[src/rtl/camera_frame_reader.sv]
`timescale 1ns/1ps
// camera_frame_reader: Avalon-MM master that reads the frame geometry from the
// camera controller, kicks off a capture, polls for completion and then
// streams the frame words out through a 2-entry Avalon-ST buffer.
//
// state   | meaning
// --------+-----------------------------------------------------------
// IDLE    | waiting for ctl_start
// RD_W    | read WIDTH (strobe, capture)
// RD_H    | read HEIGHT (strobe, capture), then compute frame word count
// WR_GO   | write 1 to START/done register
// POLL    | read START/done every 2 cycles until done bit or timeout
// WR_CLR  | write 0 to START/done register, clear word counters
// DRAIN   | read CAPTURE_DATA into the buffer, stream it out
// DONE    | one-cycle ctl_done pulse
// ABORT   | poll timeout: write 0 to START/done, one-cycle ctl_error pulse
module camera_frame_reader #(
    parameter int unsigned PIX_PER_WORD_LOG2 = 0,
    parameter logic [23:0] POLL_TIMEOUT      = 24'd5000000
) (
    input  logic        csi_clk,
    input  logic        csi_reset_n,
    input  logic        ctl_start,
    output logic        ctl_busy,
    output logic        ctl_done,
    output logic        ctl_error,
    output logic [31:0] ctl_frame_words,
    output logic [4:0]  avm_m1_address,
    output logic        avm_m1_read,
    input  logic [31:0] avm_m1_readdata,
    output logic        avm_m1_write,
    output logic [31:0] avm_m1_writedata,
    output logic [31:0] aso_data,
    output logic        aso_valid,
    input  logic        aso_ready,
    output logic        aso_sop,
    output logic        aso_eop
);

    localparam logic [4:0] ADDR_START  = 5'h00;
    localparam logic [4:0] ADDR_DATA   = 5'h04;
    localparam logic [4:0] ADDR_WIDTH  = 5'h08;
    localparam logic [4:0] ADDR_HEIGHT = 5'h0a;

    typedef enum logic [3:0] {
        S_IDLE,
        S_RD_W,
        S_RD_H,
        S_WR_GO,
        S_POLL,
        S_WR_CLR,
        S_DRAIN,
        S_DONE,
        S_ABORT
    } state_t;

    state_t      state;
    state_t      state_nxt;
    logic [1:0]  phase;
    logic [15:0] width;
    logic [15:0] height;
    logic [31:0] frame_words;
    logic [31:0] issued;
    logic [31:0] delivered;
    logic [23:0] tmo_cnt;
    logic        rd_pend;

    logic [31:0] fifo_mem [0:1];
    logic        wr_ptr;
    logic        rd_ptr;
    logic [1:0]  fifo_cnt;

    logic [31:0] product;
    logic [31:0] words_calc;
    logic        issue_rd;
    logic        push;
    logic        pop;

    assign product    = 32'(width) * 32'(height);
    assign words_calc = product >> PIX_PER_WORD_LOG2;

    // A data read is only issued when the buffer has room for its return word,
    // counting a read still in flight, so the slave is never over-read.
    assign issue_rd = (state == S_DRAIN) &&
                      ((fifo_cnt + {1'b0, rd_pend}) < 2'd2) &&
                      (issued < frame_words);
    assign push     = rd_pend;
    assign pop      = aso_valid && aso_ready;

    assign ctl_busy        = (state != S_IDLE);
    assign ctl_done        = (state == S_DONE);
    assign ctl_error       = (state == S_ABORT);
    assign ctl_frame_words = frame_words;

    assign aso_valid = (fifo_cnt != 2'd0);
    assign aso_data  = fifo_mem[rd_ptr];
    assign aso_sop   = aso_valid && (delivered == 32'd0);
    assign aso_eop   = aso_valid && (delivered == frame_words - 32'd1);

    // State register and per-state phase counter (restarts on every transition).
    always_ff @(posedge csi_clk or negedge csi_reset_n) begin
        if (!csi_reset_n) begin
            state <= S_IDLE;
            phase <= 2'd0;
        end else begin
            state <= state_nxt;
            phase <= (state_nxt != state) ? 2'd0 : phase + 2'd1;
        end
    end

    // Next-state decode and bus strobes; reads and writes live in disjoint states.
    always_comb begin
        state_nxt        = state;
        avm_m1_address   = 5'h00;
        avm_m1_read      = 1'b0;
        avm_m1_write     = 1'b0;
        avm_m1_writedata = 32'd0;
        case (state)
            S_IDLE: begin
                if (ctl_start) state_nxt = S_RD_W;
            end
            S_RD_W: begin
                if (phase == 2'd0) begin
                    avm_m1_read    = 1'b1;
                    avm_m1_address = ADDR_WIDTH;
                end else begin
                    state_nxt = S_RD_H;
                end
            end
            S_RD_H: begin
                if (phase == 2'd0) begin
                    avm_m1_read    = 1'b1;
                    avm_m1_address = ADDR_HEIGHT;
                end else if (phase == 2'd2) begin
                    state_nxt = (words_calc == 32'd0) ? S_DONE : S_WR_GO;
                end
            end
            S_WR_GO: begin
                avm_m1_write     = 1'b1;
                avm_m1_address   = ADDR_START;
                avm_m1_writedata = 32'd1;
                state_nxt        = S_POLL;
            end
            S_POLL: begin
                if (!phase[0] && (tmo_cnt != POLL_TIMEOUT)) begin
                    avm_m1_read    = 1'b1;
                    avm_m1_address = ADDR_START;
                end
                if (phase[0] && avm_m1_readdata[0]) begin
                    state_nxt = S_WR_CLR;
                end else if (tmo_cnt == POLL_TIMEOUT) begin
                    state_nxt = S_ABORT;
                end
            end
            S_WR_CLR: begin
                avm_m1_write     = 1'b1;
                avm_m1_address   = ADDR_START;
                avm_m1_writedata = 32'd0;
                state_nxt        = S_DRAIN;
            end
            S_DRAIN: begin
                if (issue_rd) begin
                    avm_m1_read    = 1'b1;
                    avm_m1_address = ADDR_DATA;
                end
                if ((delivered == frame_words) && (fifo_cnt == 2'd0)) begin
                    state_nxt = S_DONE;
                end
            end
            S_DONE: begin
                state_nxt = S_IDLE;
            end
            S_ABORT: begin
                avm_m1_write     = 1'b1;
                avm_m1_address   = ADDR_START;
                avm_m1_writedata = 32'd0;
                state_nxt        = S_IDLE;
            end
            default: begin
                state_nxt = S_IDLE;
            end
        endcase
    end

    // Geometry capture, word count, poll timeout and drain counters.
    always_ff @(posedge csi_clk or negedge csi_reset_n) begin
        if (!csi_reset_n) begin
            width       <= 16'd0;
            height      <= 16'd0;
            frame_words <= 32'd0;
            issued      <= 32'd0;
            delivered   <= 32'd0;
            tmo_cnt     <= 24'd0;
            rd_pend     <= 1'b0;
        end else begin
            if ((state == S_RD_W) && (phase == 2'd1)) width <= avm_m1_readdata[15:0];
            if ((state == S_RD_H) && (phase == 2'd1)) height <= avm_m1_readdata[15:0];
            if ((state == S_RD_H) && (phase == 2'd2)) frame_words <= words_calc;

            if (state == S_WR_GO) begin
                tmo_cnt <= 24'd0;
            end else if (state == S_POLL) begin
                tmo_cnt <= tmo_cnt + 24'd1;
            end

            if (state == S_WR_CLR) begin
                issued    <= 32'd0;
                delivered <= 32'd0;
            end else begin
                if (issue_rd) issued <= issued + 32'd1;
                if (pop) delivered <= delivered + 32'd1;
            end

            rd_pend <= issue_rd;
        end
    end

    // Two-entry stream buffer; push and pop may happen in the same cycle.
    always_ff @(posedge csi_clk or negedge csi_reset_n) begin
        if (!csi_reset_n) begin
            fifo_mem[0] <= 32'd0;
            fifo_mem[1] <= 32'd0;
            wr_ptr      <= 1'b0;
            rd_ptr      <= 1'b0;
            fifo_cnt    <= 2'd0;
        end else begin
            if (push) begin
                fifo_mem[wr_ptr] <= avm_m1_readdata;
                wr_ptr           <= ~wr_ptr;
            end
            if (pop) rd_ptr <= ~rd_ptr;
            case ({push, pop})
                2'b10:   fifo_cnt <= fifo_cnt + 2'd1;
                2'b01:   fifo_cnt <= fifo_cnt - 2'd1;
                default: fifo_cnt <= fifo_cnt;
            endcase
        end
    end

endmodule

[config.mk]
export PLATFORM = sky130hd
export DESIGN_NAME = camera_frame_reader
export DESIGN_NICKNAME = d
export VERILOG_FILES = /design/src/rtl/camera_frame_reader.sv
export SDC_FILE = /design/constraint.sdc
export NUM_CORES = 1
export LEC_CHECK = 0
export BUFFER_PORTS_ARGS = -buffer_cell sky130_fd_sc_hd__buf_2
export CAP_MARGIN = 25
export CORE_MARGIN = 2
export CORE_UTILIZATION = 60
export CTS_CLUSTER_DIAMETER = 50
export CTS_CLUSTER_SIZE = 14
export DETAILED_ROUTE_END_ITERATION = 7
export MAX_ROUTING_LAYER = met4
export PLACE_DENSITY = 0.83
export SYNTH_ARGS = -nofsm -noshare
export SYNTH_HDL_FRONTEND = slang
export SYNTH_SLANG_ARGS = --single-unit
[constraint.sdc]
create_clock -name csi_clk -period 13.5 [get_ports csi_clk]
set_input_delay 1.35 -clock csi_clk [delete_from_list [all_inputs] [get_ports csi_clk]]
set_output_delay 1.35 -clock csi_clk [all_outputs]
set_load 0.02 [all_outputs]
# Word-level counts from Yosys, hierarchy flattened
# Cells that the tools add are included.
# word_totals
ff_bits	227
latchBits	0
ram_bits	0
rom_bits	0
memories	0
# classes
addsub	8
n_mul	1
div	0
order_cmp	5
n_eq_ne	17
shifts	0
muxes	33
bitwise	4
n_reduce_logical	26
# ops
cell	count
2-to-1 mux 32 bit	8
adder 32 x 1 -> 32 bit (second input constant)	2
bitwise mux 64 bit	1
equality test 32 bit	2
logical NOT 32 bit	2
2-to-1 mux 24 bit	2
2-to-1 mux 4 bit	9
demux 32 bit (select 1 bit)	1
< comparator 32 bit	1
multiplier 16 x 16 -> 32 bit	1
subtractor 32 x 1 -> 32 bit (second input constant)	1
one-hot mux 4 bit (7 select lines)	1
adder 24 x 1 -> 24 bit (second input constant)	1
equality test 24 x 23 -> 1 bit (second input constant)	1
!= test 24 x 23 -> 1 bit (second input constant)	1
equality test 4 x 3 -> 1 bit (second input constant)	4
logical AND 1 bit	12
one-hot mux 4 bit (3 select lines)	1
nonzero test 2 bit	5
equality test 4 x 2 -> 1 bit (second input constant)	2
2-to-1 mux 3 bit	2
2-to-1 mux 1 bit	5
adder 2 x 1 -> 2 bit (second input constant)	2
equality test 2 x 1 -> 1 bit (second input constant)	2
20 further kinds	25

# Logic depth before layout (Yosys ltp)
# depth
ltp_word	8
mapped_depth	24
ltp_nobuf	22

# Worst setup path before layout
# Ideal clock, no wire load.
# synth_timing
path_kind	register -> register
startpoint	register height[9]
endpoint	register state[2]
setup_ps	76
t_arrival_ps	6335
setup_slack_ps	7089
path_stages_with_launch	23
cell_sequence	dfrtp_1 -> clkbuf_1 -> clkbuf_1 -> nand2_1 -> fa_1 -> fa_1 -> inv_1 -> fa_1 -> fa_1 -> fa_1 -> inv_1 -> fa_1 -> inv_1 -> ha_1 -> clkbuf_1 -> a21oi_1 -> o21ai_0 -> a21oi_1 -> nand2_1 -> xnor2_1 -> or4_1 -> or4b_1 -> o21ai_1
# synth_between
elab_chain_len	6
# synth_rtl
element	line_no	source
start: declaration	61	logic [15:0] height;
start signal: assignment	197	if ((state == S_RD_H) && (phase == 2'd1)) height <= avm_m1_readdata[15:0];
multiplier 16 x 16 -> 32 bit	79	assign product = 32'(width) * 32'(height);
logical NOT 32 bit	135	state_nxt = (words_calc == 32'd0) ? S_DONE : S_WR_GO;
2-to-1 mux 3 bit	135	
2-to-1 mux 4 bit	134	end else if (phase == 2'd2) begin
2-to-1 mux 4 bit	131	if (phase == 2'd0) begin
one-hot mux 4 bit (7 select lines)	118	case (state)
via state_nxt[2]	58	state_t state_nxt;
end signal: assignment	106	state <= state_nxt;
end: declaration	57	state_t state;
# The timed path passes the listed nets, and every way through them passes these cells.
# A chain may end at the register's enable or synchronous reset.

# Worst setup path in the final report
# layout_timing
startpoint	register width[0]
endpoint	register phase[1]
# layout_between
elab_chain_len	8
# layout_rtl
element	line_no	source
start: declaration	60	logic [15:0] width;
start signal: assignment	196	if ((state == S_RD_W) && (phase == 2'd1)) width <= avm_m1_readdata[15:0];
multiplier 16 x 16 -> 32 bit	79	
logical NOT 32 bit	135	
2-to-1 mux 3 bit	135	
2-to-1 mux 4 bit	134	
2-to-1 mux 4 bit	131	
one-hot mux 4 bit (7 select lines)	118	
!= test 4 bit	107	phase <= (state_nxt != state) ? 2'd0 : phase + 2'd1;
2-to-1 mux 2 bit	107	
end signal: assignment	107	
end: declaration	59	logic [1:0] phase;
# No other way between the ends.

==> out/qor.csv <==
metric;value;unit
status;complete, no violations;
post-synthesis sequential area ratio;0.262;
WP data required;13.90;ns
clk_lat worst skew;0.54;ns
fmax;143;MHz
Die W;194;um
post_cts resized;0;
top-count cell post-synth;inv_1;
initial antenna violation count;0;
ys async rst share;1.00;
post-route ant nets;0;
router iterations before antenna repair;6;
Slew @ Worst Pin;0.982;ns
WP data arrival;7.37;ns
Tmin final;6.97;ns
CTS tree;done;
DRC Markers;0;
area grow syn2layout;6.79;%
first-pass GRT wire length;89800;um
origin of the worst setup path;width[0]$_DFFE_PN0P_;
RSZ-0062 raised after global routing;false;
GRT overflow;0;
synthesized cell area;21700;um2
CP max stage cell;dfrtp_1;
CTS clk-pin slew, worst paths;0.06;ns
initial DRC count;1393;
clock skew;0.0190;ns
CORE AREA;35600;um2
Final Instance Count excl. Fillers;2817;
relative slew slack;0.344;
Setup violations, final;0;
synth warn;0;
vias per std cell;6.02;
row cnt;69;
vias in the first global route;17400;
Yosys top cell area share;0.262;
startpoint types;flip-flop;
Top Family by Delay on Critical Path;adder cells;
most used cell along the critical path;fa_1;
unique cell type count in the Yosys netlist;89;
Max H-tree Level;1;
final WL;54000;um
CTS sink count;227;
Post-DP HPWL;41500;um
CP Capture Type;flip-flop;
initial core utilization;0.611;
Post-synth top flop;dfrtp_1;
Slew Viols, Final;0;
Fillers;2805;
slowest stage delay, CP;0.80;ns
# placed instances;2775;
synth top area cells;dfrtp_1 26%, fa_1 18%, ha_1 8.4%;
Hold Startpoint;fifo_mem[3]$_DFFE_PN0P_;
die height;194;um
routed len/inst;19.2;um
worst-path cell chain;nand2_1 -> fa_1 -> fa_1 -> inv_1 -> fa_1 -> fa_1 -> fa_1 -> inv_1 -> fa_1 -> inv_1 -> ha_1 -> a21oi_1 -> o21a_1 -> a2bb2oi_1 -> a32oi_1 -> a221oi_1 -> xor2_1 -> nor4b_1 -> a21oi_1;
Post CTS Setup Buffer Count;0;
Post-CTS Hold Fix Bufs;0;
Critical Path Fanout Max;18;
top cells by count, synth;268 x inv_1, 253 x nand2_1, 227 x dfrtp_1, 194 x fa_1, 145 x ha_1;
number of buffers created by CTS;24;
#FFs+latches synth;227;
Layout Nets;2716;
final worst slack;6.53;ns
HP Class;reg2reg;
final count of hold timing violations;0;
I/O pins;145;
largest net degree at the start of global routing;91;
CTS root buf;clkbuf_16;
Yosys top cell by area;dfrtp_1;
Fin Setup TNS;0;ns
Post-Syn Area per Cell;9.38;um2
R2R Path Start;width[0]$_DFFE_PN0P_;
global-route usage over all layers;0.298;
fin util;0.652;
EDFF count, synth;0;
die footprint;37700;um2
Post-Place Worst Slack;6.55;ns
max cap viols;0;
Setup CP Type;reg2reg;
Crit path buffers/inverters;3;
Final GP Congestion;0.941;
number of port buffers;111;
number of diodes;0;
layout cells sized above 1;0.139;
fin crit share;0.516;
detailed-route via count;17000;
Cells after Synth;2315;
Max Root-Sink Buffers;3;
==> path summary, 6_finish.rpt <==
path / endpoint / slack [ns] / cells after the start
max: phase[1]$_DFF_PN0_ / 6.53 / 19
min: fifo_mem[3]$_DFFE_PN0P_ / 0.50 / 1
max reg2reg: phase[1]$_DFF_PN0_ / 6.53 / 19
min reg2reg: fifo_mem[3]$_DFFE_PN0P_ / 0.50 / 1
max in group asynchronous: height[13]$_DFFE_PN0P_ / 10.84 / 4
min in group asynchronous: delivered[22]$_DFFE_PN0P_ / 0.83 / 1
==> stage by stage <==
step                instance area (um2)  hold WS, ns
floorplan                         21800        0.461
global placement                  22300        0.481
detailed placement                22300        0.487
CTS                               23200        0.502
global route                      23200        0.517
finish                            23200        0.504
==> cell families after synthesis <==
family / count (synthesis) / share of synthesized area
mux: 147 / 0.0757
buf+inv: 422 / 0.0806
fa+ha+maj: 339 / 0.262
xor+xnor: 124 / 0.0500
compound gates: 273 / 0.0832
simple gates: 782 / 0.186
other cells: 1 / 0.000173
flops: 227 / 0.262
==> placed cells by master (no fill, tap or decap), types with 58 or more instances in the layout <==
master	count
buf_2	110
a21oi_1	80
fa_1	194
ha_1	145
dfrtp_1	227
nand3_1	58
nand2_1	253
nor2_1	113
inv_1	268
and2_1	122
xor2_1	80
mux2_2	138
==> final cells by class <==
| cell class | count | area [um2] | area share |
|---|---|---|---|
| Clock inverter | 8 | 92.6 | 0.00399 |
| Sequential cell | 227 | 5680 | 0.245 |
| Clock buffer | 33 | 726 | 0.0313 |
| Multi-Input combinational cell | 1698 | 14400 | 0.623 |
| Inverter | 268 | 1010 | 0.0434 |
| Timing Repair Buffer | 122 | 668 | 0.0288 |
| Tap cell | 461 | 577 | 0.0249 |
==> state kept, by name (all words and copies together) (netlist names) <==
signal and flops:
ctl_frame_words 32, delivered 32, fifo_cnt 2, fifo_mem 64, height 16, issued 32
phase 2, push 1, rd_ptr 1, state 4, tmo_cnt 24, width 16
wr_ptr 1
==> metal layers <==
layer | track usage | vias to the layer above | wire length, um | share of wire
met5 | - | - | 0 | 0
met4 | 0.0735 | 0 | 1390 | 0.026
met3 | 0.0344 | 108 | 3620 | 0.067
met2 | 0.491 | 701 | 26300 | 0.49
met1 | 0.397 | 8390 | 22700 | 0.42
li1 | - | 7756 | - | -
==> worst register-to-register path, cell delays in order, from the launching register on <==
cell and delay (ns):
dfrtp_1 0.80, nand2_1 0.18, fa_1 0.56, fa_1 0.55, inv_1 0.06, fa_1 0.51
fa_1 0.52, fa_1 0.54, inv_1 0.05, fa_1 0.52, inv_1 0.04, ha_1 0.39
a21oi_1 0.24, o21a_1 0.16, a2bb2oi_1 0.28, a32oi_1 0.20, a221oi_1 0.40, xor2_1 0.29
nor4b_1 0.44, a21oi_1 0.12
Power is left out: the tool's default activity adds up to more than one toggle a clock period on the data nets, which glitch-free logic cannot reach.
